<file path="src/rtl/mac_pkg.sv">
// mac_pkg
//   Shared constants for the MAC operand pipeline slice.
//   Default operand widths, the width of the per-beat sideband field and the
//   bit positions of each sideband flag inside that field.
//   Optional feature macro used by this slice: MAC_PIPE_OCCUPANCY_EN.
package mac_pkg;

  localparam int MAC_A_WIDTH_DEF = 8;
  localparam int MAC_B_WIDTH_DEF = 8;

  localparam int MAC_SIDEBAND_W  = 2;
  localparam int MAC_SB_CLEAR    = 0;
  localparam int MAC_SB_SIGNED   = 1;

endpackage

</file>
<file path="src/rtl/mac_pipe_stage.sv">
// mac_pipe_stage
//   One elastic register stage holding a valid bit and a packed payload.
//   The stage accepts a new beat whenever it is empty or its own beat is leaving
//   this cycle, so bubbles collapse even while the downstream side is stalled.
// Ports
//   clk       in   rising-edge clock
//   rst       in   synchronous active-high reset, clears valid and payload
//   flush     in   synchronous clear of valid, payload is kept
//   up_valid  in   upstream offers a beat
//   up_ready  out  this stage can take a beat this cycle
//   up_data   in   upstream payload
//   dn_valid  out  this stage holds a beat
//   dn_ready  in   downstream takes the held beat
//   dn_data   out  held payload
import mac_pkg::*;

module mac_pipe_stage #(
  parameter int W = MAC_A_WIDTH_DEF + MAC_B_WIDTH_DEF + MAC_SIDEBAND_W
) (
  input  logic         clk,
  input  logic         rst,
  input  logic         flush,
  input  logic         up_valid,
  output logic         up_ready,
  input  logic [W-1:0] up_data,
  output logic         dn_valid,
  input  logic         dn_ready,
  output logic [W-1:0] dn_data
);

  logic         valid_q;
  logic         valid_d;
  logic [W-1:0] data_q;
  logic [W-1:0] data_d;

  // Next-state for the stage. Flush only drops the valid bit; the payload is
  // left alone because nothing downstream looks at it while valid is low.
  // When ready, the payload is captured even for an empty upstream slot.
  always_comb begin
    up_ready = ~valid_q | dn_ready;
    valid_d  = valid_q;
    data_d   = data_q;
    if (flush) begin
      valid_d = 1'b0;
    end else if (up_ready) begin
      valid_d = up_valid;
      data_d  = up_data;
    end
  end

  // Stage register with synchronous reset of both valid and payload.
  always_ff @(posedge clk) begin
    if (rst) begin
      valid_q <= 1'b0;
      data_q  <= '0;
    end else begin
      valid_q <= valid_d;
      data_q  <= data_d;
    end
  end

  assign dn_valid = valid_q;
  assign dn_data  = data_q;

endmodule

</file>
<file path="src/rtl/mac_operand_pipe.sv">
// mac_operand_pipe
//   Elastic operand pipeline between MAC input capture and the multiplier.
//   Operand A, operand B and the clear_mult/signed_mode sideband travel as one
//   packed payload through DEPTH mac_pipe_stage instances.
// Ports
//   clk, rst                  clock and synchronous active-high reset
//   flush                     synchronous pipe clear, beats in flight are dropped
//   in_valid / in_ready       upstream handshake (in_ready is low during flush)
//   in_data_a, in_data_b      operands
//   in_clear_mult             sideband: clear accumulator with this beat
//   in_signed_mode            sideband: signed multiply for this beat
//   out_valid / out_ready     downstream handshake
//   out_data_a, out_data_b    last-stage operands
//   out_clear_mult            last-stage sideband
//   out_signed_mode           last-stage sideband
//   occupancy                 number of valid stages, only when MAC_PIPE_OCCUPANCY_EN
//                             is defined
// Configuration
//   MAC_PIPE_OCCUPANCY_EN     adds the registered occupancy port and its counter
import mac_pkg::*;

module mac_operand_pipe #(
  parameter int A_WIDTH = MAC_A_WIDTH_DEF,
  parameter int B_WIDTH = MAC_B_WIDTH_DEF,
  parameter int DEPTH   = 2
) (
  input  logic               clk,
  input  logic               rst,
  input  logic               flush,
  input  logic               in_valid,
  output logic               in_ready,
  input  logic [A_WIDTH-1:0] in_data_a,
  input  logic [B_WIDTH-1:0] in_data_b,
  input  logic               in_clear_mult,
  input  logic               in_signed_mode,
  output logic               out_valid,
  input  logic               out_ready,
  output logic [A_WIDTH-1:0] out_data_a,
  output logic [B_WIDTH-1:0] out_data_b,
  output logic               out_clear_mult,
  output logic               out_signed_mode
`ifdef MAC_PIPE_OCCUPANCY_EN
  ,
  output logic [$clog2(DEPTH+1)-1:0] occupancy
`endif
);

  localparam int PW = A_WIDTH + B_WIDTH + MAC_SIDEBAND_W;

  if (DEPTH < 1) begin : g_bad_depth
    $error("mac_operand_pipe: DEPTH must be at least 1");
  end

  logic [MAC_SIDEBAND_W-1:0] in_sb;
  logic [PW-1:0]             in_payload;
  logic [PW-1:0]             out_payload;

  // Sideband flags are placed by index so their position is defined in one place.
  always_comb begin
    in_sb                = '0;
    in_sb[MAC_SB_CLEAR]  = in_clear_mult;
    in_sb[MAC_SB_SIGNED] = in_signed_mode;
  end

  assign in_payload = {in_data_a, in_data_b, in_sb};

  // Each stage gets its own named wires so the ready chain, which runs
  // combinationally from out_ready back to in_ready, is a chain of distinct
  // nets rather than bits of one shared vector.
  for (genvar s = 0; s < DEPTH; s++) begin : g_stage
    logic          up_valid_w;
    logic          up_ready_w;
    logic [PW-1:0] up_data_w;
    logic          dn_valid_w;
    logic          dn_ready_w;
    logic [PW-1:0] dn_data_w;

    if (s == 0) begin : g_first
      assign up_valid_w = in_valid & ~flush;
      assign up_data_w  = in_payload;
    end else begin : g_chain
      assign up_valid_w = g_stage[s-1].dn_valid_w;
      assign up_data_w  = g_stage[s-1].dn_data_w;
    end

    if (s == DEPTH - 1) begin : g_last
      assign dn_ready_w = out_ready;
    end else begin : g_inner
      assign dn_ready_w = g_stage[s+1].up_ready_w;
    end

    mac_pipe_stage #(
      .W (PW)
    ) u_stage (
      .clk      (clk),
      .rst      (rst),
      .flush    (flush),
      .up_valid (up_valid_w),
      .up_ready (up_ready_w),
      .up_data  (up_data_w),
      .dn_valid (dn_valid_w),
      .dn_ready (dn_ready_w),
      .dn_data  (dn_data_w)
    );
  end

  assign in_ready    = g_stage[0].up_ready_w & ~flush;
  assign out_valid   = g_stage[DEPTH-1].dn_valid_w;
  assign out_payload = g_stage[DEPTH-1].dn_data_w;

  assign out_data_a      = out_payload[PW-1 -: A_WIDTH];
  assign out_data_b      = out_payload[MAC_SIDEBAND_W +: B_WIDTH];
  assign out_clear_mult  = out_payload[MAC_SB_CLEAR];
  assign out_signed_mode = out_payload[MAC_SB_SIGNED];

`ifdef MAC_PIPE_OCCUPANCY_EN
  localparam int OCC_W = $clog2(DEPTH + 1);

  logic [OCC_W-1:0] occ_q;
  logic [OCC_W-1:0] occ_d;
  logic             in_fire;
  logic             out_fire;

  // Beats only enter at stage 0 and leave at the last stage; moves between
  // stages never change the count, so an up/down counter tracks the number
  // of valid stages exactly.
  always_comb begin
    in_fire  = in_valid & in_ready;
    out_fire = out_valid & out_ready;
    occ_d    = occ_q;
    if (flush) begin
      occ_d = '0;
    end else begin
      occ_d = occ_q + OCC_W'(in_fire) - OCC_W'(out_fire);
    end
  end

  // Occupancy register, updated on the same edge as the stage valids.
  always_ff @(posedge clk) begin
    if (rst) begin
      occ_q <= '0;
    end else begin
      occ_q <= occ_d;
    end
  end

  assign occupancy = occ_q;
`endif

endmodule

</file>
<file path="config.mk">
export PLATFORM = sky130hd
export DESIGN_NAME = mac_operand_pipe
export DESIGN_NICKNAME = d
export VERILOG_FILES = /design/src/rtl/mac_pkg.sv /design/src/rtl/mac_pipe_stage.sv /design/src/rtl/mac_operand_pipe.sv
export SDC_FILE = /design/constraint.sdc
export NUM_CORES = 1
export LEC_CHECK = 0
export BUFFER_PORTS_ARGS = -buffer_cell sky130_fd_sc_hd__buf_2
export CELL_PAD_IN_SITES_DETAIL_PLACEMENT = 0
export CELL_PAD_IN_SITES_GLOBAL_PLACEMENT = 2
export CORE_MARGIN = 3
export CORE_UTILIZATION = 32
export CTS_CLUSTER_DIAMETER = 60
export DETAILED_ROUTE_END_ITERATION = 8
export PLACE_DENSITY = 0.85
export SYNTH_ARGS = -nofsm -noshare
export SYNTH_HDL_FRONTEND = slang
export SYNTH_HIERARCHICAL = 1
export SYNTH_SLANG_ARGS = --single-unit
</file>
<file path="constraint.sdc">
create_clock -name clk -period 2.2 [get_ports clk]
set_clock_uncertainty 0.05 [all_clocks]
set_input_delay 0 -clock clk [delete_from_list [all_inputs] [get_ports clk]]
set_output_delay 0 -clock clk [all_outputs]
set_load 0.01 [all_outputs]
</file>
* Word-level counts from Yosys, hierarchy flattened *
Cells that the tools add are included.

word-level totals
  register bits after elaboration = 38
  bits of input ports = 23
  output and inout port bits = 20
  word-level logic and storage cells = 14

operators by class
  bitwise operators = 7
  reduce and logical (&&, ||, !) cells = 3

operators with widths
  cell              number
  $reduce_and 2->1  2
  $not 1->1         3
  $and 1x1->1       2
  $or 1x1->1        2
  $reduce_or 2->1   1

* Longest topological paths before layout *
  depth after elaboration = 4
  depth in mapped cells = 10
  depth with buffers taken out = 6

* By module *
Netlist, hierarchy kept.

by module, submodules not included
  module            times used  cells each  area each (sq um)  sequential area each (sq um)
  mac_pipe_stage    2           86          790.8              380.4
  mac_operand_pipe  1           2           12.5               0.0

* Worst setup path before layout *
No wires, ideal clock.

  kind = flip-flop to flip-flop
  start point = register g_stage[1].u_stage.valid_q
  end point = register g_stage[0].u_stage.data_q[11]
  library setup time = 0.131 ns
  arrival time = 1.359 ns
  data required time = 2.019 ns
  path slack = 0.660 ns
  stages on the path, launching flop included = 11
  path buffers = 4
  period minus slack after synthesis = 1.540 ns
  path through = dfxtp_1 > nor2b_4 > buf_6 > inv_8 > buf_8 > nor2b_4 > buf_6 > inv_8 > buf_8 > nand3b_1 > a21oi_2

on the way
  cells in the longest elaborated chain, start to end = 4

ends and longest elaborated chain
  what                               line                    RTL
  start: declaration                 mac_pipe_stage.sv:31    logic valid_q;
  start signal: assignment           mac_pipe_stage.sv:57    valid_q <= valid_d;
  $not 1->1                          mac_pipe_stage.sv:40    up_ready = ~valid_q | dn_ready;
  $or 1x1->1                         mac_pipe_stage.sv:40
  via g_stage[0].dn_ready_w          mac_operand_pipe.sv:75  logic dn_ready_w;
  $or 1x1->1                         mac_pipe_stage.sv:40
  via g_stage[0].up_ready_w          mac_operand_pipe.sv:72  logic up_ready_w;
  $reduce_and 2->1 (no source line)  --
  end signal: assignment             mac_pipe_stage.sv:58    data_q <= data_d;
  end: declaration                   mac_pipe_stage.sv:33    logic [W-1:0] data_q;

The timed path passes the listed nets, and every way through them passes these cells.
A chain may end at the register's enable or synchronous reset.

* Worst setup path in the final report *
  start point = register g_stage[1].u_stage.valid_q
  end point = output port in_ready

on the way
  cells in the longest elaborated chain, start to end = 4

ends and longest elaborated chain
  what                       line                     RTL
  $not 1->1                  mac_pipe_stage.sv:40
  $or 1x1->1                 mac_pipe_stage.sv:40
  via g_stage[0].dn_ready_w  mac_operand_pipe.sv:75
  $or 1x1->1                 mac_pipe_stage.sv:40
  via g_stage[0].up_ready_w  mac_operand_pipe.sv:72
  $and 1x1->1                mac_operand_pipe.sv:107  assign in_ready = g_stage[0].up_ready_w & ~flush;
  end: declaration           mac_operand_pipe.sv:31   output logic in_ready,

The timed path passes the listed nets, and every way through them passes these cells.

==> metrics.md <==
| Metric | Value |
|---|---|
| Status | `completed` |
| Worst setup SP type | `register` |
| Max VDD drop | `0.202 mV` |
| WP data arrival | `about 1.7 ns` |
| WL/cell | `between 10 and 15 um` |
| Slew of the pin with the lowest slew margin | `0.730 ns` |
| Ys Warns | `6` |
| R2R Path Start | `g_stage[1].u_stage/dn_valid$_SDFFE_PP0P_` |
| Sequential fraction of design power | `0.557` |
| Die height | `around 77 um` |
| Gates resized, CTS repair | `0` |
| CP max-delay cell | `nor2b_4` |
| Synth area leaders | `dfxtp_1 48%, nand3b_1 17%, a21oi_1 11%` |
| Core Region | `roughly 4800 um^2` |
| # DRC | `0` |
| Final #Nets | `248` |
| Most common cell after layout, fill and taps aside | `buf_2` |
| Crit path required time | `approximately 2.2 ns` |
| Final Max Slew Viols | `0` |
| I/O pin count | `between 40 and 50` |
| Multi-input gate area | `696 um^2` |
| Max incr delay on CP | `0.40 ns` |
| RSZ-0062 raised after global routing | `false` |
| Net switching power | `a little over 0.0003 W` |
| TNS Setup | `0 ns` |
| Family with the most delay on the worst path | `simple AND/OR/NAND/NOR gates` |
| Syn_nets | `197` |
| Post-DP HPWL | `about 2.2 mm` |
| Via count | `roughly 1,300` |
| Power Dens Cells | `642 nW/um^2` |
| PortBufs | `42` |
| Net Sw Frac | `0.230` |
| Most frequent cells in the layout | `42 x buf_2, 38 x dfxtp_1, 36 x nand3b_1, 34 x a21oi_1, 32 x o21ai_0` |
| DR vias/cell | `between 4 and 5` |
| Synth area leader | `dfxtp_1` |
| CTS max path bufs | `2` |
| Clock power share | `0.336` |
| Die width | `about 77 um` |
| Postcts setup bufs | `0` |
| Initial antenna violation count | `0` |
| Vias in the first global route | `around 1,200` |
| Largest net degree at the start of global routing | `77` |
| CTS tree | `done` |
| Htree depth | `2` |
| Post-layout min period | `1.79 ns` |
| Netlist Area Pre-Place | `between 1500 and 2000 um^2` |
| Int Power | `around 0.0010 W` |
| Layout cells sized above 1 | `0.244` |
| Setup Crit Path Kind | `register to primary output` |
| DRT Wirelength | `between 3 and 4 mm` |
| Drt pass-1 iters | `4` |
| Area Overhead vs Synth | `28.3%` |
| Synth unique cells | `17` |
| Period utilization | `0.813` |
| Rel. slew slack | `0.514` |
| DIE AREA | `about 6000 um^2` |
| Crit path launch | `g_stage[1].u_stage/dn_valid$_SDFFE_PP0P_` |
| Clock Tree Root | `clkbuf_8` |
| Flops & latches, synth | `38` |
| Fill count | `between 500 and 600` |
| Hold WC Path Type | `input pin to register` |
| Hold-fix buffers, CTS | `18` |
| Aggregate global-route resource usage | `0.123` |
| Post-route cell area | `~2000 um^2` |
| Max-cap viol count | `0` |
| DRT antenna net count | `0` |
| Element type at the critical path end | `primary output` |
| Reg area | `around 760 um^2` |
| Sequence of cells on the critical path | `nor2b_4 -> inv_8 -> nor2b_4 -> inv_8 -> nor2b_1 -> buf_2` |
| # diodes | `0` |
| Initial Utilization | `0.335` |
| Lkg Pwr | `roughly 0.77 nW` |
| CP max FO | `20` |
| Num Clock Sinks | `38` |
| Register area share after synthesis | `0.477` |
| Clock buffer count from CTS | `5` |
| Setup Viol. Count Final | `0` |
| Syn avg cell area | `9.16 um^2` |
| Final Hold Fails | `0` |
| Total gr overflow | `0` |
| Worst-Skew Late Latency | `approximately 0.29 ns` |
| Comb pwr share | `0.107` |
| Drt first-iter violations | `116` |
| F_max | `roughly 0.56 GHz` |
| Clk pin slew, worst setup/hold paths | `0.07 ns` |
| RePlAce Congestion | `0.728` |
| Buf+Inv Stages, Crit Path | `3` |
| FP Rows | `25` |
| Min-delay src | `in_valid` |
| Synth top area share | `0.477` |
| First-pass GRT wire length | `~5.8 mm` |
| Area post-placement | `1790 um^2` |
| Syn Inst Count | `~170` |
==> synthesized netlist by cell type, drive strengths merged <==
library cell	instances
buf	10
nand3b	36
inv	2
a21oi	36
nor2b	4
nor2	2
o21ai	36
nor3	2
dfxtp	38
clkbuf	8
==> state kept, by name (all words and copies together), names as in the netlist <==
| name | flops |
|---|---|
| g_stage.u_stage/dn_data | 36 |
| g_stage.u_stage/dn_valid | 2 |
==> layout make-up <==
cell class / count / share of cell area
sequential: 38 / 0.372
tap: 67 / 0.0410
multi-input combinational: 116 / 0.340
inverter: 2 / 0.0110
timing repair buffer: 62 / 0.198
clock buffer: 7 / 0.0373
==> worst reg2reg max path, delay by kind of cell, from the launching register on <==
kind                   cells  cell delay, ns
and+or+nand+nor            3            0.72
buffers and inverters      2            0.20
AOI/OAI and AO/OA          1            0.06
DFF                        1            0.32
==> cell families (layout without fill, tap and decap cells) <==
kind of cell	count (synthesis)	count (layout)	share of synthesized area
flip-flops	38	38	0.477
AND/OR/NAND/NOR	44	44	0.206
buffers and inverters	20	71	0.0863
AO/OA/AOI/OAI	72	72	0.231
==> metrics by stage <==
step	setup slack, ns	instances	hold slack, ns	total power (W)	utilization
finish	0.411	292	0.0627	0.00131	0.430
global route	0.235	292	0.0795	0.00138	0.430
detailed placement	0.683	267	0.229	0.000864	0.376
CTS	0.381	292	0.0573	0.00133	0.430
floorplan	0.660	174	-0.00359	0.000820	-
global placement	0.729	267	0.226	0.000864	0.376
==> power by group through the flow <==
stage / logic, W / clock network, W / registers (W)
after floorplan: 0.0000724 / 0 / 0.000748
after global placement: 0.000118 / 0 / 0.000746
after detailed placement: 0.000118 / 0 / 0.000747
after CTS: 0.000142 / 0.000454 / 0.000731
after global routing: 0.000156 / 0.000489 / 0.000734
final: 0.000141 / 0.000441 / 0.000731
==> routing by layer <==
metal | share of wire | vias up | track usage
li1 | - | 716 | -
met5 | 0 | - | 0
met1 | 0.51 | 596 | 0.176
met2 | 0.42 | 30 | 0.164
met4 | 0.018 | 0 | 0.0543
met3 | 0.048 | 7 | 0.0402
==> path summary, 6_finish.rpt <==
kind | end | cells after the start | slack [ns]
hold reg to reg | g_stage[1].u_stage/dn_data[14]$_SDFFE_PP0P_ | 2 | 0.42
setup reg to reg | g_stage[0].u_stage/dn_data[7]$_SDFFE_PP0P_ | 6 | 0.70
setup / recovery | in_ready | 6 | 0.41
hold / removal | g_stage[0].u_stage/dn_valid$_SDFFE_PP0P_ | 4 | 0.06
No activity file was read; power rests on OpenSTA's default activity.
